File: src/rtl/crypto_seq_pkg.sv
// Shared types and constants for the crypto round sequencer:
// FSM state encoding, round-index width, round limit and round-constant helper.
package crypto_seq_pkg;

    localparam int IDX_W      = 4;
    localparam int MAX_ROUNDS = 8;

    typedef enum logic [1:0] {
        IDLE,
        KEYGEN,
        ROUND,
        DONE
    } seq_state_e;

    // Round constant for key i; only the low byte of the key is affected.
    function automatic logic [7:0] rcon(input logic [IDX_W-1:0] i);
        return 8'h01 << i;
    endfunction

endpackage

File: src/rtl/crypto_round_sequencer_if.sv
// Request/response bundle between the execution unit (master) and the
// crypto round sequencer (slave).
interface crypto_round_sequencer_if;

    logic                             start;
    logic                             mode;
    logic [15:0]                      data_in;
    logic [15:0]                      key_in;
    logic                             busy;
    logic                             done;
    logic [15:0]                      data_out;
    logic [crypto_seq_pkg::IDX_W-1:0] round_idx;

    modport master (
        output start, mode, data_in, key_in,
        input  busy, done, data_out, round_idx
    );

    modport slave (
        input  start, mode, data_in, key_in,
        output busy, done, data_out, round_idx
    );

endinterface

File: src/rtl/crypto_dec_round.sv
// One decrypt round: add round key, fold with its own swap, byte swap, byte S-box.
module crypto_dec_round (
    input  logic [15:0] blk,
    input  logic [15:0] rk,
    output logic [15:0] res
);

    logic [15:0] x;
    logic [15:0] y;
    logic [15:0] z;

    assign x = blk ^ rk;
    assign y = x ^ {x[7:0], x[15:8]};
    assign z = {y[7:0], y[15:8]};

    sbox_8bit u_sbox_hi (.din(z[15:8]), .dout(res[15:8]));
    sbox_8bit u_sbox_lo (.din(z[7:0]),  .dout(res[7:0]));

endmodule

File: src/rtl/crypto_enc_round.sv
// One encrypt round: byte S-box, byte swap, fold with its own swap, add round key.
module crypto_enc_round (
    input  logic [15:0] blk,
    input  logic [15:0] rk,
    output logic [15:0] res
);

    logic [15:0] sb;
    logic [15:0] sw;

    sbox_8bit u_sbox_hi (.din(blk[15:8]), .dout(sb[15:8]));
    sbox_8bit u_sbox_lo (.din(blk[7:0]),  .dout(sb[7:0]));

    assign sw  = {sb[7:0], sb[15:8]};
    assign res = sw ^ {sw[7:0], sw[15:8]} ^ rk;

endmodule

File: src/rtl/crypto_key_expand.sv
// Next round key from the current one: rotate left by 3, then XOR the round
// constant for index idx into the low byte.
module crypto_key_expand
    import crypto_seq_pkg::*;
(
    input  logic [15:0]      key_cur,
    input  logic [IDX_W-1:0] idx,
    output logic [15:0]      key_next
);

    assign key_next = {key_cur[12:0], key_cur[15:13]} ^ {8'h00, rcon(idx)};

endmodule

File: src/rtl/sbox_8bit.sv
// Byte substitution shared by the encrypt and decrypt round logic.
module sbox_8bit (
    input  logic [7:0] din,
    output logic [7:0] dout
);

    assign dout = din ^ {din[6:0], din[7]} ^ {din[4:0], din[7:5]} ^ 8'h53;

endmodule

File: src/rtl/crypto_round_sequencer.sv
// Iterates one shared enc/dec round NUM_ROUNDS times after a per-request key
// schedule. Build option CRYPTO_SEQ_KEYCACHE_EN skips the schedule on a repeated key.
module crypto_round_sequencer
    import crypto_seq_pkg::*;
#(
    parameter int NUM_ROUNDS = 4
) (
    input  logic clk,
    input  logic rst,
    crypto_round_sequencer_if.slave bus
);

    // state  | meaning
    // IDLE   | waiting for start; request captured on acceptance
    // KEYGEN | expanding rk[1..N], one key per cycle, round_idx 0..N-1
    // ROUND  | one round per cycle; enc ascends 1..N, dec descends N..1
    // DONE   | done pulse, data_out valid

    localparam logic [IDX_W-1:0] IDX_ONE  = IDX_W'(1);
    localparam logic [IDX_W-1:0] IDX_LAST = IDX_W'(NUM_ROUNDS);
    localparam logic [IDX_W-1:0] KEY_LAST = IDX_W'(NUM_ROUNDS - 1);

    seq_state_e       state_q, state_nx;
    logic [IDX_W-1:0] idx_q, idx_nx;
    logic             mode_q, mode_nx;
    logic [15:0]      key_q, key_nx;
    logic [15:0]      work_q, work_nx;
    logic [15:0]      blk_q, blk_nx;
    logic [15:0]      dout_q, dout_nx;

    logic [15:0]      key_next;
    logic [15:0]      rk_cur;
    logic [15:0]      enc_res;
    logic [15:0]      dec_res;
    logic             rk_we;

    // Not reset: contents are only read after a full KEYGEN has refilled them.
    logic [15:0]      rk_mem [0:MAX_ROUNDS];

`ifdef CRYPTO_SEQ_KEYCACHE_EN
    logic [15:0]      ckey_q, ckey_nx;
    logic             cvld_q, cvld_nx;
    logic             cache_hit;

    assign cache_hit = cvld_q && (bus.key_in == ckey_q);
`endif

    crypto_key_expand u_key_expand (
        .key_cur  (work_q),
        .idx      (idx_q),
        .key_next (key_next)
    );

    assign rk_cur = rk_mem[idx_q];

    crypto_enc_round u_enc_round (
        .blk (blk_q),
        .rk  (rk_cur),
        .res (enc_res)
    );

    crypto_dec_round u_dec_round (
        .blk (blk_q),
        .rk  (rk_cur),
        .res (dec_res)
    );

    always_comb begin
        state_nx = state_q;
        idx_nx   = idx_q;
        mode_nx  = mode_q;
        key_nx   = key_q;
        work_nx  = work_q;
        blk_nx   = blk_q;
        dout_nx  = dout_q;
        rk_we    = 1'b0;
`ifdef CRYPTO_SEQ_KEYCACHE_EN
        ckey_nx  = ckey_q;
        cvld_nx  = cvld_q;
`endif
        case (state_q)
            IDLE: begin
                if (bus.start) begin
                    mode_nx  = bus.mode;
                    key_nx   = bus.key_in;
                    work_nx  = bus.key_in;
                    // Decrypt applies rk[0] at the end instead of the start.
                    blk_nx   = bus.mode ? bus.data_in : (bus.data_in ^ bus.key_in);
                    idx_nx   = '0;
                    state_nx = KEYGEN;
`ifdef CRYPTO_SEQ_KEYCACHE_EN
                    if (cache_hit) begin
                        state_nx = ROUND;
                        idx_nx   = bus.mode ? IDX_LAST : IDX_ONE;
                    end else begin
                        // The key file is about to be overwritten.
                        cvld_nx = 1'b0;
                    end
`endif
                end
            end
            KEYGEN: begin
                rk_we   = 1'b1;
                work_nx = key_next;
                idx_nx  = idx_q + IDX_ONE;
                if (idx_q == KEY_LAST) begin
                    state_nx = ROUND;
                    idx_nx   = mode_q ? IDX_LAST : IDX_ONE;
`ifdef CRYPTO_SEQ_KEYCACHE_EN
                    ckey_nx  = key_q;
                    cvld_nx  = 1'b1;
`endif
                end
            end
            ROUND: begin
                if (mode_q) begin
                    blk_nx = dec_res;
                    idx_nx = idx_q - IDX_ONE;
                    if (idx_q == IDX_ONE) begin
                        state_nx = DONE;
                        idx_nx   = idx_q;
                        dout_nx  = dec_res ^ key_q;
                    end
                end else begin
                    blk_nx = enc_res;
                    idx_nx = idx_q + IDX_ONE;
                    if (idx_q == IDX_LAST) begin
                        state_nx = DONE;
                        idx_nx   = idx_q;
                        dout_nx  = enc_res;
                    end
                end
            end
            DONE: begin
                state_nx = IDLE;
                idx_nx   = '0;
            end
            default: begin
                state_nx = IDLE;
                idx_nx   = '0;
            end
        endcase
    end

    always_ff @(posedge clk) begin
        if (rst) begin
            state_q <= IDLE;
            idx_q   <= '0;
            mode_q  <= 1'b0;
            key_q   <= '0;
            work_q  <= '0;
            blk_q   <= '0;
            dout_q  <= '0;
`ifdef CRYPTO_SEQ_KEYCACHE_EN
            ckey_q  <= '0;
            cvld_q  <= 1'b0;
`endif
        end else begin
            state_q <= state_nx;
            idx_q   <= idx_nx;
            mode_q  <= mode_nx;
            key_q   <= key_nx;
            work_q  <= work_nx;
            blk_q   <= blk_nx;
            dout_q  <= dout_nx;
`ifdef CRYPTO_SEQ_KEYCACHE_EN
            ckey_q  <= ckey_nx;
            cvld_q  <= cvld_nx;
`endif
        end
    end

    always_ff @(posedge clk) begin
        if (rk_we) begin
            rk_mem[idx_q + IDX_ONE] <= key_next;
        end
    end

    assign bus.busy      = (state_q != IDLE);
    assign bus.done      = (state_q == DONE);
    assign bus.data_out  = dout_q;
    assign bus.round_idx = idx_q;

endmodule
File: src/flat_wrapper.sv
// flat-port wrapper written by rule: the top's interface ports become plain ports
module crypto_round_sequencer_flat import crypto_seq_pkg::*;
#(
    parameter int NUM_ROUNDS = 4
)
  (clk, rst, bus_start, bus_mode, bus_data_in, bus_key_in, bus_busy, bus_done, bus_data_out, bus_round_idx);
  crypto_round_sequencer_if bus_i ();
  input  logic clk;
  input  logic rst;
  input wire logic [$bits(bus_i.start)-1:0] bus_start;
  input wire logic [$bits(bus_i.mode)-1:0] bus_mode;
  input wire logic [$bits(bus_i.data_in)-1:0] bus_data_in;
  input wire logic [$bits(bus_i.key_in)-1:0] bus_key_in;
  output wire logic [$bits(bus_i.busy)-1:0] bus_busy;
  output wire logic [$bits(bus_i.done)-1:0] bus_done;
  output wire logic [$bits(bus_i.data_out)-1:0] bus_data_out;
  output wire logic [$bits(bus_i.round_idx)-1:0] bus_round_idx;
  assign bus_i.start = bus_start;
  assign bus_i.mode = bus_mode;
  assign bus_i.data_in = bus_data_in;
  assign bus_i.key_in = bus_key_in;
  assign bus_busy = bus_i.busy;
  assign bus_done = bus_i.done;
  assign bus_data_out = bus_i.data_out;
  assign bus_round_idx = bus_i.round_idx;
  crypto_round_sequencer #(.NUM_ROUNDS(NUM_ROUNDS)) u_core (.clk(clk), .rst(rst), .bus(bus_i));
endmodule
File: config.mk
export PLATFORM = sky130hd
export DESIGN_NAME = crypto_round_sequencer_flat
export DESIGN_NICKNAME = d
export VERILOG_FILES = /design/src/rtl/crypto_seq_pkg.sv /design/src/rtl/crypto_round_sequencer_if.sv /design/src/rtl/crypto_dec_round.sv /design/src/rtl/crypto_enc_round.sv /design/src/rtl/crypto_key_expand.sv /design/src/rtl/sbox_8bit.sv /design/src/rtl/crypto_round_sequencer.sv /design/src/flat_wrapper.sv
export SDC_FILE = /design/constraint.sdc
export NUM_CORES = 1
export LEC_CHECK = 0
export ABC_AREA = 1
export BUFFER_PORTS_ARGS = -buffer_cell sky130_fd_sc_hd__buf_2
export CAP_MARGIN = 20
export CELL_PAD_IN_SITES_DETAIL_PLACEMENT = 0
export CELL_PAD_IN_SITES_GLOBAL_PLACEMENT = 1
export CORE_MARGIN = 4
export CORE_UTILIZATION = 45
export CTS_CLUSTER_SIZE = 24
export DETAILED_ROUTE_END_ITERATION = 8
export PLACE_DENSITY_LB_ADDON = 0.1
export SLEW_MARGIN = 15
export SYNTH_ARGS = -nofsm -noshare
export SYNTH_HDL_FRONTEND = slang
export SYNTH_SLANG_ARGS = --single-unit
File: constraint.sdc
create_clock -name clk -period 4.1 [get_ports clk]
set_input_delay 0.41 -clock clk [delete_from_list [all_inputs] [get_ports clk]]
set_output_delay 0.41 -clock clk [all_outputs]
set_load 0.03 [all_outputs]
# == Word level (Yosys, flattened, before mapping) ==
# Memory sizes are Yosys's and may differ from the RTL's. A register that Yosys moved wholly into a read port is not among the register bits.
# Cells that the tools add are included.
# Widths: inputs -> output; s select.
# op_classes
bitwise_logic,19
shift,1
mux,27
add_sub_neg,2
reduce_logical,11
eq_ne,13
# op_table
cell,count
$mux 16,7
$xor 16x16->16,6
$pmux 16 s2,2
$xor 8x8->8,8
$mux 4,7
$not 4->4,4
$pmux 4 s4,1
$xor 16x8->16,1
$mux 2,5
$pmux 2 s4,1
$reduce_bool 2->1,4
$shl 1x4->8 const A,1
$ne 3x3->1 const B,2
$reduce_and 2->1,3
$reduce_and 3->1,2
$add 4x1->4 const B,1
$eq 2x2->1 const B,2
$eq 4x1->1 const B,1
$eq 4x2->1 const B,1
$eq 4x3->1 const B,1
$ne 2x2->1 const B,2
$reduce_and 4->1,1
$sub 4x1->4 const B,1
$mux 1,3
6 further kinds,6
# word_totals
regBits,71
mem_count,1
input_bits,36
mem_bits_rw,144
wordCells,81
# mem_list
memory,depth,word_bits,read_ports,rd_ports_with_merged_regs,write_ports,line_no,text
u_core.rk_mem,9,16,1,1,1,crypto_round_sequencer.sv:38,logic [15:0] rk_mem [0:MAX_ROUNDS];

# == Longest topological paths before layout ==
# Gate-level depths: netlist of the first run.
# depth
ltp_word,8
ltp_mapped,21
ltp_nobuf,19

# == By module ==
# Synthesis of the first run repeated with hierarchy kept, for this count alone.
# hier_totals
cells_unflattened,1525
area_unflattened_um2,11776.3
# modules_own_cells
mod,cells_each,area_each_um2,seq_area_each_um2,instances
crypto_round_sequencer,985,9570.4,5825.6,1
sbox_8bit,56,220.2,0.0,4
crypto_dec_round,152,590.6,0.0,1
crypto_enc_round,112,460.4,0.0,1
crypto_key_expand,52,274.0,0.0,1

# == Worst setup path after synthesis of the first run ==
# OpenSTA, ideal clock, no wires.
# synth_path
kind,reg2reg
startpoint,"reg u_core.idx_q[2], in the netlist u_core.bus.round_idx[2]"
endpoint,mem u_core.rk_mem[6][0] (enable)
path_stages_with_launch,7
arrival_ps,2423
n_path_buf,1
setup_ps,409
period_less_slack_ps,2832
path_slack_ps,1268
cell_sequence,dfxtp_1 > buf_2 > inv_1 > ha_1 > inv_1 > nand2_1 > nor3_1
# synth_between
elab_chain_len,1
# synth_lines
item,line_no,text
from (decl),crypto_round_sequencer.sv:24,"logic [IDX_W-1:0] idx_q, idx_nx;"
from (signal assigned),crypto_round_sequencer.sv:160,idx_q <= idx_nx;
$add 4x1->4,crypto_round_sequencer.sv:175,rk_mem[idx_q + IDX_ONE] <= key_next;
to (decl),crypto_round_sequencer.sv:38,
# No other way between the ends.

==> out/summary.log, run 1 <==
[status] result of the run complete, no violations
[global_route] number of global-route vias before repair 8693
[worst_hold_path] hold depth 2
[logic_synthesis] Synth area leaders sky130_fd_sc_hd__edfxtp_1, sky130_fd_sc_hd__dfxtp_1, sky130_fd_sc_hd__nand2_1
[worst_setup_path] CP most frequent cell sky130_fd_sc_hd__nand2_1
[worst_setup_path] CP Class register to register
[cts] clock root buffer master sky130_fd_sc_hd__clkbuf_16
[worst_setup_path] Worst EP arrival 3.32 ns
[sta] unrepaired setup endpoints after global routing no
[cts] Hold-fix buffers, CTS 0
[floorplanning] die extent in y 166.3 um
[logic_synthesis] post-synthesis async set-or-reset flop share 0%
[global_route] antenna violations before repair 1
[power_and_ir_drop] peak supply drop 410.9 uV
[logic_synthesis] Synth Net Count 1411
[routing] number of DRC violations after detailed-routing iteration 0 797
[routing] DR vias 9227
[global_route] maximum number of pins on one net before global-route repair 61
[cts] number of sinks driven by the clock tree 219
[cts] post-CTS setup repair buffer count 0
[logic_synthesis] Warnings, synthesis 0
[worst_hold_path] worst-case hold path end point u_core.key_q[15]$_SDFFE_PP0P_
[worst_setup_path] Crit-path slowest cell sky130_fd_sc_hd__inv_1
[worst_setup_path] critical path endpoint category register
[finish] Synth-to-Final Area Change 12.23%
[power_and_ir_drop] power spent charging and discharging nets 4.334 mW
[routing] overall routed net length 32.29 mm
[power_and_ir_drop] Net Sw Frac 44.19%
[power_and_ir_drop] internal power component 5.473 mW
[sta] final total negative setup slack 0 ns
[sta] maximum clock frequency 348.8 MHz
[routing] post-detailed-route count of antenna-violating nets 0
[logic_synthesis] largest family of logic cells by synthesized area simple AND/OR/NAND/NOR gates
[routing] routed length per placed instance 18.49 um
[worst_setup_path] end of the worst register-to-register path u_core.blk_q[13]$_SDFFE_PP0P_
[floorplanning] standard-cell row count 57
[sta] Slew Limit Fails 0
[logic_synthesis] fraction of the mapped netlist area in adder cells 1.332%
[power_and_ir_drop] PwrDens 775.1 nW/um^2
[logic_synthesis] area fraction in and, or, nand and nor cells after synthesis 24.40%
[worst_setup_path] Worst R2R Path Depth 16
[logic_synthesis] post-synthesis instance total 1363
[worst_setup_path] data required time of the worst path 4.56 ns
[logic_synthesis] syn_area_per_cell 8.271 sq um
[worst_hold_path] Worst Hold Class primary input to register
[logic_synthesis] cell accounting for the most synthesized area sky130_fd_sc_hd__edfxtp_1
[floorplanning] placeable core area 24460 sq um
[routing] via density per instance 5.285
[routing] DRC viols 0
[finish] antenna diode instance count 0
[finish] fraction of final layout cells with drive strength greater than 1 12.38%
[finish] # nets final 1451
[cts] Reg clk slew, reported paths 0.06 ns
[routing] length of the first detailed-routing pass in iterations 7
[placement] Final HPWL DP 21.94 mm
[placement] final weighted congestion of routability-driven global placement 0.8957
[power_and_ir_drop] P_leak 5.415 nW
[cts] clock tree from TritonCTS done
[worst_hold_path] Hold Startpoint rst
[logic_synthesis] EDFF count, synth 144
[logic_synthesis] register bit total from synthesis 219
[worst_setup_path] Max Fanout on Critical Path 17
[cts] quantity of gates resized following cts 0
[sta] transition time at the pin with the least slew margin 1.127 ns
[power_and_ir_drop] power share of the combinational group 45.6%
[worst_setup_path] cell-by-cell listing of the critical path buf_4 -> inv_1 -> nand3_1 -> nand3_1 -> nand2_1 -> nand2_1 -> nand2_1 -> nand2_1 -> nand2_2 -> inv_2 -> nand2_1 -> nand3_1 -> nand3_1 -> nand2_1 -> nand2_1 -> a21oi_1
[sta] final worst path period need 2.867 ns
[logic_synthesis] cell area after synthesis 11270 sq um
[logic_synthesis] predominant post-synthesis flop cell sky130_fd_sc_hd__edfxtp_1
[sta] share of the cycle needed by the critical path after routing 69.92%
[sta] headroom to the max-slew limit 24.35%
[logic_synthesis] sequential element share of the synthesized area 51.68%
[sta] final-report setup violation count 0
[global_route] GRT Overall Usage 22.98%
[logic_synthesis] xor and xnor fraction of the mapped netlist area 4.273%
[sta] Worst Hold Slack 0.1219 ns
[finish] most common cell after layout, fill and taps aside sky130_fd_sc_hd__nand2_1
[finish] most frequent cells in the layout sky130_fd_sc_hd__nand2_1, sky130_fd_sc_hd__nand3_1, sky130_fd_sc_hd__inv_1
[placement] count of port buffers added during placement 57
[logic_synthesis] unique cell type count in the Yosys netlist 33
[global_route] wire length of the first global-routing pass 50.38 mm
[sta] number of hold violations in the final report 0
[sta] setup clock skew after layout 0.01418 ns
[worst_setup_path] largest delay contributor family on the critical path simple AND/OR/NAND/NOR gates
[power_and_ir_drop] Sequential Power Share 32.2%
[floorplanning] die width 166.3 um
[cts] worst skew pair latency 0.53 ns
[logic_synthesis] share of Yosys cell area claimed by the top area cell type 38.36%
[worst_setup_path] number of buffer and inverter instances along the worst setup path 3
[flow_run] max-capacitance violation count 0
[floorplanning] starting density of the core 46.08%
[global_route] total global routing overflow 0
[floorplanning] Die Outline Area 27650 sq um
[worst_setup_path] delay of the slowest cell on the worst path 0.60 ns
[worst_setup_path] slack of the worst reg-to-reg path 1.23 ns
[logic_synthesis] multiplexer fraction of the synthesized cell area 0%
[worst_setup_path] critical path startpoint category register
[cts] buffer levels on the longest clock path 3
[cts] CTS H-Tree Depth 1
[cts] TritonCTS Buffers 25
[power_and_ir_drop] part of the total power dissipated in the clock network 22.2%
[logic_synthesis] Synth Area in Compound Gates 9.734%
[floorplanning] boundary pin count 58
-- per-stage QoR --
stage,instances,utilization [%],worst slack (ns),cell area [sq um],power [mW]
final,1746,51.72,1.233,12650,9.807
after global routing,1746,51.72,0.8329,12650,10.59
after CTS,1745,51.67,1.276,12640,9.847
after detailed placement,1699,48.37,1.294,11830,7.657
after global placement,1699,48.37,1.323,11830,7.639
after floorplan,1363,-,1.268,11270,6.380
-- final cells by class --
cell class / instances / area (sq um)
Clock inverter: 6 / 45.04
Multi-Input combinational cell: 915 / 4522
Tap cell: 324 / 405.4
Sequential cell: 219 / 5827
Fill cell: 2372 / 11810
Inverter: 160 / 608.1
Clock buffer: 40 / 762.0
Timing Repair Buffer: 82 / 483.0
-- layer usage --
metal	track usage (%)	routed length (um)	vias up
met5	0	0	-
met4	6.119	837	0
met3	3.499	1927	55
met2	36.75	14700	283
met1	32.87	14820	4333
li1	-	-	4556
-- power groups by stage --
stage / clock (mW) / combinational [mW] / sequential (mW)
after floorplan: 0 / 3.38 / 3.00
after global placement: 0 / 4.44 / 3.20
after detailed placement: 0 / 4.45 / 3.20
after CTS: 2.22 / 4.47 / 3.16
after global routing: 2.32 / 5.07 / 3.20
final: 2.17 / 4.48 / 3.16
-- worst max path at each step --
stage | startpoint | to | slack [ns] | cells after the start
floorplan | u_core.bus.round_idx[2]$_SDFFE_PP0N_ | u_core.rk_mem[6][0]$_DFFE_PP_ | 1.27 | 6
global placement | register | u_core.blk_q[13]$_SDFFE_PP0P_ | 1.32 | 16
detailed placement | register | u_core.blk_q[13]$_SDFFE_PP0P_ | 1.29 | 17
CTS | register | u_core.blk_q[13]$_SDFFE_PP0P_ | 1.28 | 16
global route | register | u_core.blk_q[13]$_SDFFE_PP0P_ | 0.83 | 16
finish | register | u_core.blk_q[13]$_SDFFE_PP0P_ | 1.23 | 16
-- kinds of logic (layout without fill, tap and decap cells) --
family,after synthesis,count (layout)
and+or+nand+nor,638,638
AOI/OAI and AO/OA,210,210
buffers and inverters,229,288
adders and majority gates,12,12
DFF,219,219
xor gates and xnor gates,55,55
-- worst register-to-register path, cell delays in order (launching register included) --
cell and delay (ns):
sky130_fd_sc_hd__dfxtp_1 0.29, sky130_fd_sc_hd__buf_4 0.21, sky130_fd_sc_hd__inv_1 0.61, sky130_fd_sc_hd__nand3_1 0.18, sky130_fd_sc_hd__nand3_1 0.21, sky130_fd_sc_hd__nand2_1 0.11, sky130_fd_sc_hd__nand2_1 0.09, sky130_fd_sc_hd__nand2_1 0.05
sky130_fd_sc_hd__nand2_1 0.07, sky130_fd_sc_hd__nand2_2 0.14, sky130_fd_sc_hd__inv_2 0.16, sky130_fd_sc_hd__nand2_1 0.09, sky130_fd_sc_hd__nand3_1 0.12, sky130_fd_sc_hd__nand3_1 0.10, sky130_fd_sc_hd__nand2_1 0.15, sky130_fd_sc_hd__nand2_1 0.08
sky130_fd_sc_hd__a21oi_1 0.13
-- flip-flops by register name, indices dropped and copies added, names as in the netlist, named ones only --
name	count
u_core.state_q	2
u_core.bus.round_idx	4
u_core.rk_mem	144
u_core.key_q	16
u_core.blk_q	16
u_core.bus.data_out	16
u_core.mode_q	1
u_core.work_q	16
-- synthesized netlist by cell type (2+ instances only) --
| master | number |
|---|---|
| sky130_fd_sc_hd__o22ai_1 | 2 |
| sky130_fd_sc_hd__o21ai_0 | 90 |
| sky130_fd_sc_hd__a21oi_1 | 94 |
| sky130_fd_sc_hd__nand3_1 | 159 |
| sky130_fd_sc_hd__clkbuf_1 | 38 |
| sky130_fd_sc_hd__a21oi_2 | 3 |
| sky130_fd_sc_hd__nor2_1 | 92 |
| sky130_fd_sc_hd__nand2_2 | 15 |
| sky130_fd_sc_hd__xnor2_1 | 37 |
| sky130_fd_sc_hd__ha_1 | 12 |
| sky130_fd_sc_hd__xor2_1 | 18 |
| sky130_fd_sc_hd__edfxtp_1 | 144 |
| sky130_fd_sc_hd__nand2_4 | 2 |
| sky130_fd_sc_hd__buf_2 | 18 |
| sky130_fd_sc_hd__nand2_1 | 332 |
| sky130_fd_sc_hd__inv_2 | 12 |
| sky130_fd_sc_hd__dfxtp_1 | 75 |
| sky130_fd_sc_hd__buf_4 | 5 |
| sky130_fd_sc_hd__nand3_2 | 10 |
| sky130_fd_sc_hd__o21ai_1 | 7 |
| sky130_fd_sc_hd__nor3_1 | 24 |
| sky130_fd_sc_hd__or2_0 | 3 |
| sky130_fd_sc_hd__inv_1 | 146 |
| sky130_fd_sc_hd__a31oi_1 | 9 |
| sky130_fd_sc_hd__buf_6 | 8 |
Power figures use the tool's default switching activity.
==> run 2, diff against run 1 <==
Settings changed: ABC_AREA 1 to 0.
Clock period 4.1 ns to 2.9 ns, I/O delays scaled along.
==> run 2 against run 1 <==
The run now ends with negative setup slack left. Sequential power rose by 34%. Clock-buffer cell count is 11 lower. Register-to-register slack worse by 1.4 ns. Die area decreased by 6.4%. Critical path depth is 7 lower. Fmax down 6.5%. Sequential share of layout area decreased by 1.8 points. Via count decreased by 24%. Critical endpoint is now u_core.blk_q[8]$_SDFFE_PP0P_. Largest power group unchanged.
==> out/summary.log, run 2 <==
[status] result of the run finished with violations
[status] failing checks negative setup slack
[logic_synthesis] unique cell type count in the Yosys netlist 54 [+64%]
[floorplanning] standard-cell row count 55 [-3.5%]
[sta] headroom to the max-slew limit 30.00% [+5.7 points]
[logic_synthesis] cell with the most instances after synthesis sky130_fd_sc_hd__edfxtp_1
[finish] max reg flops 144 [unchanged]
[global_route] GRT Overall Usage 20.56% [-2.4 points]
[finish] antenna diode instance count 0 [unchanged]
[power_and_ir_drop] peak supply drop 594.3 uV [+45%]
[routing] DR vias 6981 [-24%]
[floorplanning] Die Outline Area 25880 sq um [-6.4%]
[worst_setup_path] data required time of the worst path 3.28 ns [-1.28 ns]
[worst_setup_path] number of buffer and inverter instances along the worst setup path 2 [-1]
[logic_synthesis] syn_area_per_cell 13.00 sq um [+57%]
[routing] overall routed net length 27.02 mm [-16%]
[cts] Reg clk slew, reported paths 0.06 ns [about the same]
[placement] Final HPWL DP 18.53 mm [-16%]
[sta] unrepaired setup endpoints after global routing yes
[floorplanning] placeable core area 22850 sq um [-6.6%]
[worst_setup_path] cell-by-cell listing of the critical path buf_12 -> mux4_2 -> mux2_4 -> mux2i_2 -> buf_4 -> xnor3_2 -> xor3_2 -> a21oi_2 -> a211oi_2
[sta] Worst Hold Slack 0.04170 ns [-0.08015 ns]
[cts] buffer levels on the longest clock path 3 [unchanged]
[worst_setup_path] CP Class register to register
[routing] via density per instance 5.399 [+2.2%]
[placement] placed insts 1222 [-28%]
[routing] post-detailed-route count of antenna-violating nets 0 [unchanged]
[logic_synthesis] post-synthesis async set-or-reset flop share 0% [unchanged]
[sta] final critical-path setup slack -0.1676 ns [-1.401 ns]
[logic_synthesis] cell accounting for the most synthesized area sky130_fd_sc_hd__edfxtp_1
[power_and_ir_drop] P_leak 4.923 nW [-9.1%]
[logic_synthesis] Warnings, synthesis 0 [unchanged]
[routing] DRC viols 0 [unchanged]
[logic_synthesis] post-synthesis instance total 809 [-41%]
[worst_setup_path] critical path startpoint category register
[sta] transition time at the pin with the least slew margin 1.043 ns [-0.08417 ns]
[sta] maximum clock frequency 326.0 MHz [-6.5%]
[finish] Synth-to-Final Area Change 25.39%
[finish] most common cell after layout, fill and taps aside sky130_fd_sc_hd__edfxtp_1
[worst_setup_path] largest delay contributor family on the critical path multiplexers
[logic_synthesis] EDFF count, synth 144 [unchanged]
[global_route] number of global-route vias before repair 7144 [-18%]
[finish] most frequent cells in the layout sky130_fd_sc_hd__edfxtp_1, sky130_fd_sc_hd__buf_4, sky130_fd_sc_hd__nand2_1
[worst_setup_path] critical path endpoint category register
[logic_synthesis] predominant post-synthesis flop cell sky130_fd_sc_hd__edfxtp_1
[floorplanning] die width 160.9 um [-3.3%]
[global_route] total global routing overflow 0 [unchanged]
[logic_synthesis] cell area after synthesis 10520 sq um [-6.7%]
[worst_hold_path] Worst Hold Class primary input to register
[logic_synthesis] sequential element share of the synthesized area 55.40% [+3.7 points]
[finish] fraction of final layout cells with drive strength greater than 1 31.63% [+19 points]
[routing] length of the first detailed-routing pass in iterations 5 [-2]
[cts] clock tree from TritonCTS done
[worst_setup_path] slack of the worst reg-to-reg path -0.17 ns [-1.40 ns]
[finish] # nets final 1010 [-30%]
[cts] worst skew pair latency 0.53 ns [about the same]
[finish] number of non-filler instances in the completed layout 1293 [-26%]
[power_and_ir_drop] PwrDens 1171 nW/um^2 [+51%]
[global_route] antenna violations before repair 0 [-1]
[cts] TritonCTS Buffers 24 [-4.0%]
[worst_setup_path] Worst EP arrival 3.45 ns [+0.13 ns]
[global_route] maximum number of pins on one net before global-route repair 31 [-49%]
[flow_run] max-capacitance violation count 0 [unchanged]
[floorplanning] boundary pin count 58 [unchanged]
[logic_synthesis] Synth area leaders sky130_fd_sc_hd__edfxtp_1, sky130_fd_sc_hd__dfxtp_1, sky130_fd_sc_hd__xnor2_1
[cts] number of sinks driven by the clock tree 219 [unchanged]
[worst_setup_path] Worst R2R Path Depth 9 [-7]
[worst_setup_path] delay of the slowest cell on the worst path 0.51 ns [-0.09 ns]
[floorplanning] die extent in y 160.9 um [-3.3%]
[sta] Slew Limit Fails 0 [unchanged]
[worst_hold_path] worst-case hold path end point u_core.key_q[15]$_SDFFE_PP0P_
[sta] final-report setup violation count 26 [+26]
[sta] final worst path period need 3.068 ns [+0.2007 ns]
[logic_synthesis] Synth Net Count 857 [-39%]
[sta] number of hold violations in the final report 0 [unchanged]
[finish] largest reg by FF count u_core.rk_mem
[cts] clock root buffer master sky130_fd_sc_hd__clkbuf_16
[finish] final core utilization 57.72% [+6.0 points]
[placement] count of port buffers added during placement 57 [unchanged]
[sta] share of the cycle needed by the critical path after routing 105.8% [+36 points]
[cts] Hold-fix buffers, CTS 0 [unchanged]
[worst_hold_path] Hold Startpoint bus_key_in[15]
[global_route] wire length of the first global-routing pass 41.39 mm [-18%]
[power_and_ir_drop] total chip power 15.45 mW [+58%]
[cts] CTS H-Tree Depth 1 [unchanged]
[worst_hold_path] hold depth 3 [+1]
[placement] final weighted congestion of routability-driven global placement 0.8295 [-7.4%]
[logic_synthesis] share of Yosys cell area claimed by the top area cell type 41.12% [+2.8 points]
[worst_setup_path] Crit-path slowest cell sky130_fd_sc_hd__xor3_2
[worst_setup_path] Max Fanout on Critical Path 7 [-10]
[floorplanning] starting density of the core 46.03% [-0.055 points]
[routing] number of DRC violations after detailed-routing iteration 0 484 [-39%]
[sta] setup clock skew after layout 0.01477 ns [+0.0005936 ns]
[logic_synthesis] register bit total from synthesis 219 [unchanged]
[routing] routed length per placed instance 20.90 um [+13%]
[worst_setup_path] end of the worst register-to-register path u_core.blk_q[8]$_SDFFE_PP0P_
[logic_synthesis] Synth top cells by count sky130_fd_sc_hd__edfxtp_1, sky130_fd_sc_hd__nand2_1, sky130_fd_sc_hd__dfxtp_1
## run 2: cell type report
class,count,area (sq um)
Clock inverter,15,196.4
Clock buffer,29,639.4
Inverter,10,37.54
Fill cell,1886,9661
Sequential cell,219,5831
Tap cell,313,391.6
Multi-Input combinational cell,534,4760
Timing Repair Buffer,173,1331
## run 2: stage by stage
stage | instance area (sq um) | setup slack [ns] | setup TNS (ns)
after global placement | 11700 | -0.2549 | -3.896
final | 13190 | -0.1676 | -2.075
after floorplan | 10520 | 0.08548 | 0
after detailed placement | 11700 | -0.2958 | -5.776
after CTS | 12860 | -0.1587 | -2.272
after global routing | 13190 | -0.2575 | -5.077
## run 2: per-layer routing
metal | global-route usage, % | share of wire, % | wire length [um] | vias to the layer above
met5 | 0 | 0 | 0 | -
met1 | 29.64 | 46 | 12410 | 3528
met2 | 33.60 | 48 | 13030 | 162
li1 | - | - | - | 3250
met4 | 4.537 | 1.8 | 483 | 0
met3 | 2.720 | 4.1 | 1099 | 41
## run 2: kinds of logic (layout without fill, tap and decap cells)
family | Yosys count | in the layout | synth area share [%]
compound gates | 118 | 118 | 7.067
flops | 219 | 219 | 55.40
buf+inv | 56 | 227 | 2.606
xor+xnor | 114 | 114 | 12.66
simple gates | 223 | 223 | 9.732
mux | 67 | 67 | 11.11
fa+ha+maj | 12 | 12 | 1.428
## run 2: tightest hold or removal path, stage by stage
cell and delay, ns:
sky130_fd_sc_hd__buf_2 0.13, sky130_fd_sc_hd__nand2_1 0.06, sky130_fd_sc_hd__a21oi_1 0.05
## run 2: report_power, final
part	internal (mW)	total (mW)	switching (mW)
Clock	1.93	3.19	1.25
Combinational	4.12	8.03	3.90
Sequential	3.91	4.23	0.321
Total	9.97	15.4	5.48
## run 2: timing repair
item | 4_1_cts | 5_1_grt
pin swaps | 26 | 36
setup buffers | 10 | 19
gates cloned | 1 | 0
endpoints found under the setup margin | 32 | 32
resized for setup | 56 | 41
endpoints found under the hold margin | 0 | 0
## run 2: worst max path at each step
stage | start | to | slack, ns | cells past startpoint
final | register | u_core.blk_q[8]$_SDFFE_PP0P_ | -0.17 | 9
after global routing | register | u_core.blk_q[0]$_SDFFE_PP0P_ | -0.26 | 9
after floorplan | register | u_core.blk_q[8]$_SDFFE_PP0P_ | 0.09 | 9
after global placement | register | u_core.bus.data_out[1]$_SDFFE_PP0P_ | -0.25 | 11
after CTS | register | u_core.blk_q[4]$_SDFFE_PP0P_ | -0.16 | 11
after detailed placement | register | u_core.bus.data_out[1]$_SDFFE_PP0P_ | -0.30 | 11
==> run 3, diff against run 2 <==
Settings changed: CELL_PAD_IN_SITES_DETAIL_PLACEMENT 0 to default, CELL_PAD_IN_SITES_GLOBAL_PLACEMENT 1 to default.
Clock period 2.9 ns to 3 ns, I/O delays scaled along.
==> run 3 against run 2 <==
The flow still finishes with violations (negative setup slack). Clock power down 10%. Largest power group unchanged. Via count is 2.0% lower. First-iteration DRC count grew 20%. Sequential share of layout area grew 1.1 points. Combinational power fell by 8.6%. Critical path depth increased by 2.
==> out/summary.log, run 3 (synthesis results as in run 2) <==
[status] result of the run finished with violations
[power_and_ir_drop] peak supply drop 608.6 uV [+2.4%]
[status] failing checks negative setup slack
[placement] final weighted congestion of routability-driven global placement 0.8412 [+1.4%]
[routing] routed length per placed instance 20.76 um [-0.69%]
[placement] count of port buffers added during placement 57 [unchanged]
[floorplanning] placeable core area 22850 sq um [unchanged]
[floorplanning] starting density of the core 46.03% [unchanged]
[global_route] number of global-route vias before repair 6946 [-2.8%]
[cts] TritonCTS Buffers 24 [unchanged]
[finish] final core utilization 56.26% [-1.5 points]
[finish] Filler cells 1856 [-1.6%]
[worst_setup_path] end of the worst register-to-register path u_core.blk_q[0]$_SDFFE_PP0P_
[worst_setup_path] Max Fanout on Critical Path 6 [-1]
[floorplanning] standard-cell row count 55 [unchanged]
[sta] Worst Hold Slack 0.06634 ns [+0.02464 ns]
[sta] setup clock skew after layout 0.01714 ns [+0.002369 ns]
[routing] length of the first detailed-routing pass in iterations 5 [unchanged]
[cts] Reg clk slew, reported paths 0.06 ns [about the same]
[placement] placed insts 1206 [-1.3%]
[sta] final worst path period need 3.034 ns [-0.03328 ns]
[sta] share of the cycle needed by the critical path after routing 101.1% [-4.6 points]
[routing] DR vias 6844 [-2.0%]
[floorplanning] boundary pin count 58 [unchanged]
[sta] headroom to the max-slew limit 31.81% [+1.8 points]
[global_route] maximum number of pins on one net before global-route repair 49 [+58%]
[worst_setup_path] Worst R2R Path Depth 11 [+2]
[power_and_ir_drop] P_leak 4.753 nW [-3.5%]
[worst_setup_path] slack of the worst reg-to-reg path -0.03 ns [+0.13 ns]
[placement] Final HPWL DP 18.09 mm [-2.4%]
[cts] number of sinks driven by the clock tree 219 [unchanged]
[sta] final critical-path setup slack -0.03428 ns [+0.1333 ns]
[finish] Non-Filler Cell Area, Final 12850 sq um [-2.5%]
[sta] unrepaired setup endpoints after global routing yes
[cts] CTS H-Tree Depth 1 [unchanged]
[sta] maximum clock frequency 329.6 MHz [+1.1%]
[finish] # nets final 994 [-1.6%]
[finish] Synth-to-Final Area Change 22.23%
[finish] largest reg by FF count u_core.rk_mem
[sta] transition time at the pin with the least slew margin 1.023 ns [-0.01970 ns]
[power_and_ir_drop] PwrDens 1111 nW/um^2 [-5.2%]
[routing] DRC viols 0 [unchanged]
[floorplanning] die width 160.9 um [unchanged]
[finish] most frequent cells in the layout sky130_fd_sc_hd__edfxtp_1, sky130_fd_sc_hd__nand2_1, sky130_fd_sc_hd__buf_4
[worst_hold_path] hold depth 3 [unchanged]
[power_and_ir_drop] total chip power 14.28 mW [-7.6%]
[floorplanning] Die Outline Area 25880 sq um [unchanged]
[sta] Slew Limit Fails 0 [unchanged]
[sta] final-report setup violation count 7 [-73%]
[routing] number of DRC violations after detailed-routing iteration 0 579 [+20%]
[global_route] GRT Overall Usage 20.13% [-0.43 points]
[global_route] wire length of the first global-routing pass 40.61 mm [-1.9%]
[finish] fraction of final layout cells with drive strength greater than 1 28.53% [-3.1 points]
[routing] post-detailed-route count of antenna-violating nets 0 [unchanged]
[finish] number of non-filler instances in the completed layout 1277 [-1.2%]
[finish] antenna diode instance count 0 [unchanged]
[cts] clock tree from TritonCTS done
[cts] buffer levels on the longest clock path 3 [unchanged]
[worst_hold_path] Worst Hold Class primary input to register
[sta] number of hold violations in the final report 0 [unchanged]
[global_route] antenna violations before repair 0 [unchanged]
[worst_setup_path] critical path startpoint category register
[worst_setup_path] Worst EP arrival 3.38 ns [-0.07 ns]
[floorplanning] die extent in y 160.9 um [unchanged]
[finish] max reg flops 144 [unchanged]
[flow_run] max-capacitance violation count 0 [unchanged]
[routing] via density per instance 5.359 [-0.73%]
[placement] placement-stage cell area 11570 sq um [-1.1%]
[worst_setup_path] data required time of the worst path 3.35 ns [+0.07 ns]
[finish] most common cell after layout, fill and taps aside sky130_fd_sc_hd__edfxtp_1
[worst_setup_path] end point of the critical path u_core.blk_q[0]$_SDFFE_PP0P_
[cts] worst skew pair latency 0.53 ns [about the same]
[worst_setup_path] CP Class register to register
[global_route] total global routing overflow 0 [unchanged]
[cts] clock root buffer master sky130_fd_sc_hd__clkbuf_16
[worst_setup_path] critical path endpoint category register
[routing] overall routed net length 26.51 mm [-1.9%]
run 3: cell types whose count changed in the layout (fill, tap and decap cells not counted), sizes merged:
cell    before  now
bufinv       4    1
xnor3       18   19
inv         11   10
clkbuf      29   41
buf        173  155
clkinv      10    3
run 3: power breakdown:
group | switching, mW | internal (mW)
registers | 0.299 | 3.78
logic | 3.54 | 3.79
clock network | 1.15 | 1.71
run 3: worst max-delay path, stage by stage, from the launching register on:
cell and delay [ns]:
sky130_fd_sc_hd__dfxtp_4 0.36, sky130_fd_sc_hd__buf_12 0.12, sky130_fd_sc_hd__buf_4 0.11, sky130_fd_sc_hd__mux4_2 0.47, sky130_fd_sc_hd__mux2_4 0.30, sky130_fd_sc_hd__mux2i_4 0.18, sky130_fd_sc_hd__xor2_2 0.20, sky130_fd_sc_hd__xnor2_2 0.17
sky130_fd_sc_hd__buf_4 0.16, sky130_fd_sc_hd__xor3_2 0.51, sky130_fd_sc_hd__a21oi_2 0.18, sky130_fd_sc_hd__a211oi_1 0.09
run 3: worst min-delay path by stage:
stage                                        from  slack (ns)                       endpoint
floorplan                          bus_key_in[10]        0.44  u_core.key_q[10]$_SDFFE_PP0P_
global placement     u_core.key_q[2]$_SDFFE_PP0P_        0.45   u_core.key_q[2]$_SDFFE_PP0P_
detailed placement  u_core.key_q[10]$_SDFFE_PP0P_        0.46  u_core.key_q[10]$_SDFFE_PP0P_
CTS                                bus_key_in[14]        0.04  u_core.key_q[14]$_SDFFE_PP0P_
global route                        bus_key_in[1]        0.07   u_core.key_q[1]$_SDFFE_PP0P_
finish                              bus_key_in[1]        0.07   u_core.key_q[1]$_SDFFE_PP0P_
run 3: area by class of cell:
| class | instances | area [sq um] | share of cell area, % |
|---|---|---|---|
| clock inverter | 4 | 67.56 | 0.5256 |
| clock buffer | 40 | 711.9 | 5.539 |
| timing repair buffer | 156 | 1160 | 9.024 |
| sequential | 219 | 5831 | 45.36 |
| tap | 313 | 391.6 | 3.047 |
| inverter | 10 | 37.54 | 0.2920 |
| multi-input combinational | 535 | 4654 | 36.21 |
run 3: timing repair:
item / in CTS / in global routing
hold buffers: 0 / 0
setup buffers: 10 / 15
cloned: 2 / 1
pin swaps: 12 / 22
resized for setup: 36 / 31
setup endpoints to repair: 31 / 28
run 3: stage by stage:
| step | TNS [ns] | worst slack, ns |
|---|---|---|
| after floorplan | 0 | 0.1855 |
| after CTS | -0.2972 | -0.03123 |
| after global placement | -1.804 | -0.1194 |
| after global routing | -2.096 | -0.1670 |
| final | -0.1410 | -0.03428 |
| after detailed placement | -3.358 | -0.1822 |
run 3: per-layer routing:
| layer | GRT usage, % | up-vias | share of wire [%] |
|---|---|---|---|
| met5 | 0 | - | 0 |
| met4 | 3.994 | 0 | 1.6 |
| met3 | 2.515 | 30 | 4.5 |
| met2 | 33.56 | 185 | 48 |
| met1 | 28.72 | 3411 | 45 |
| li1 | - | 3218 | - |
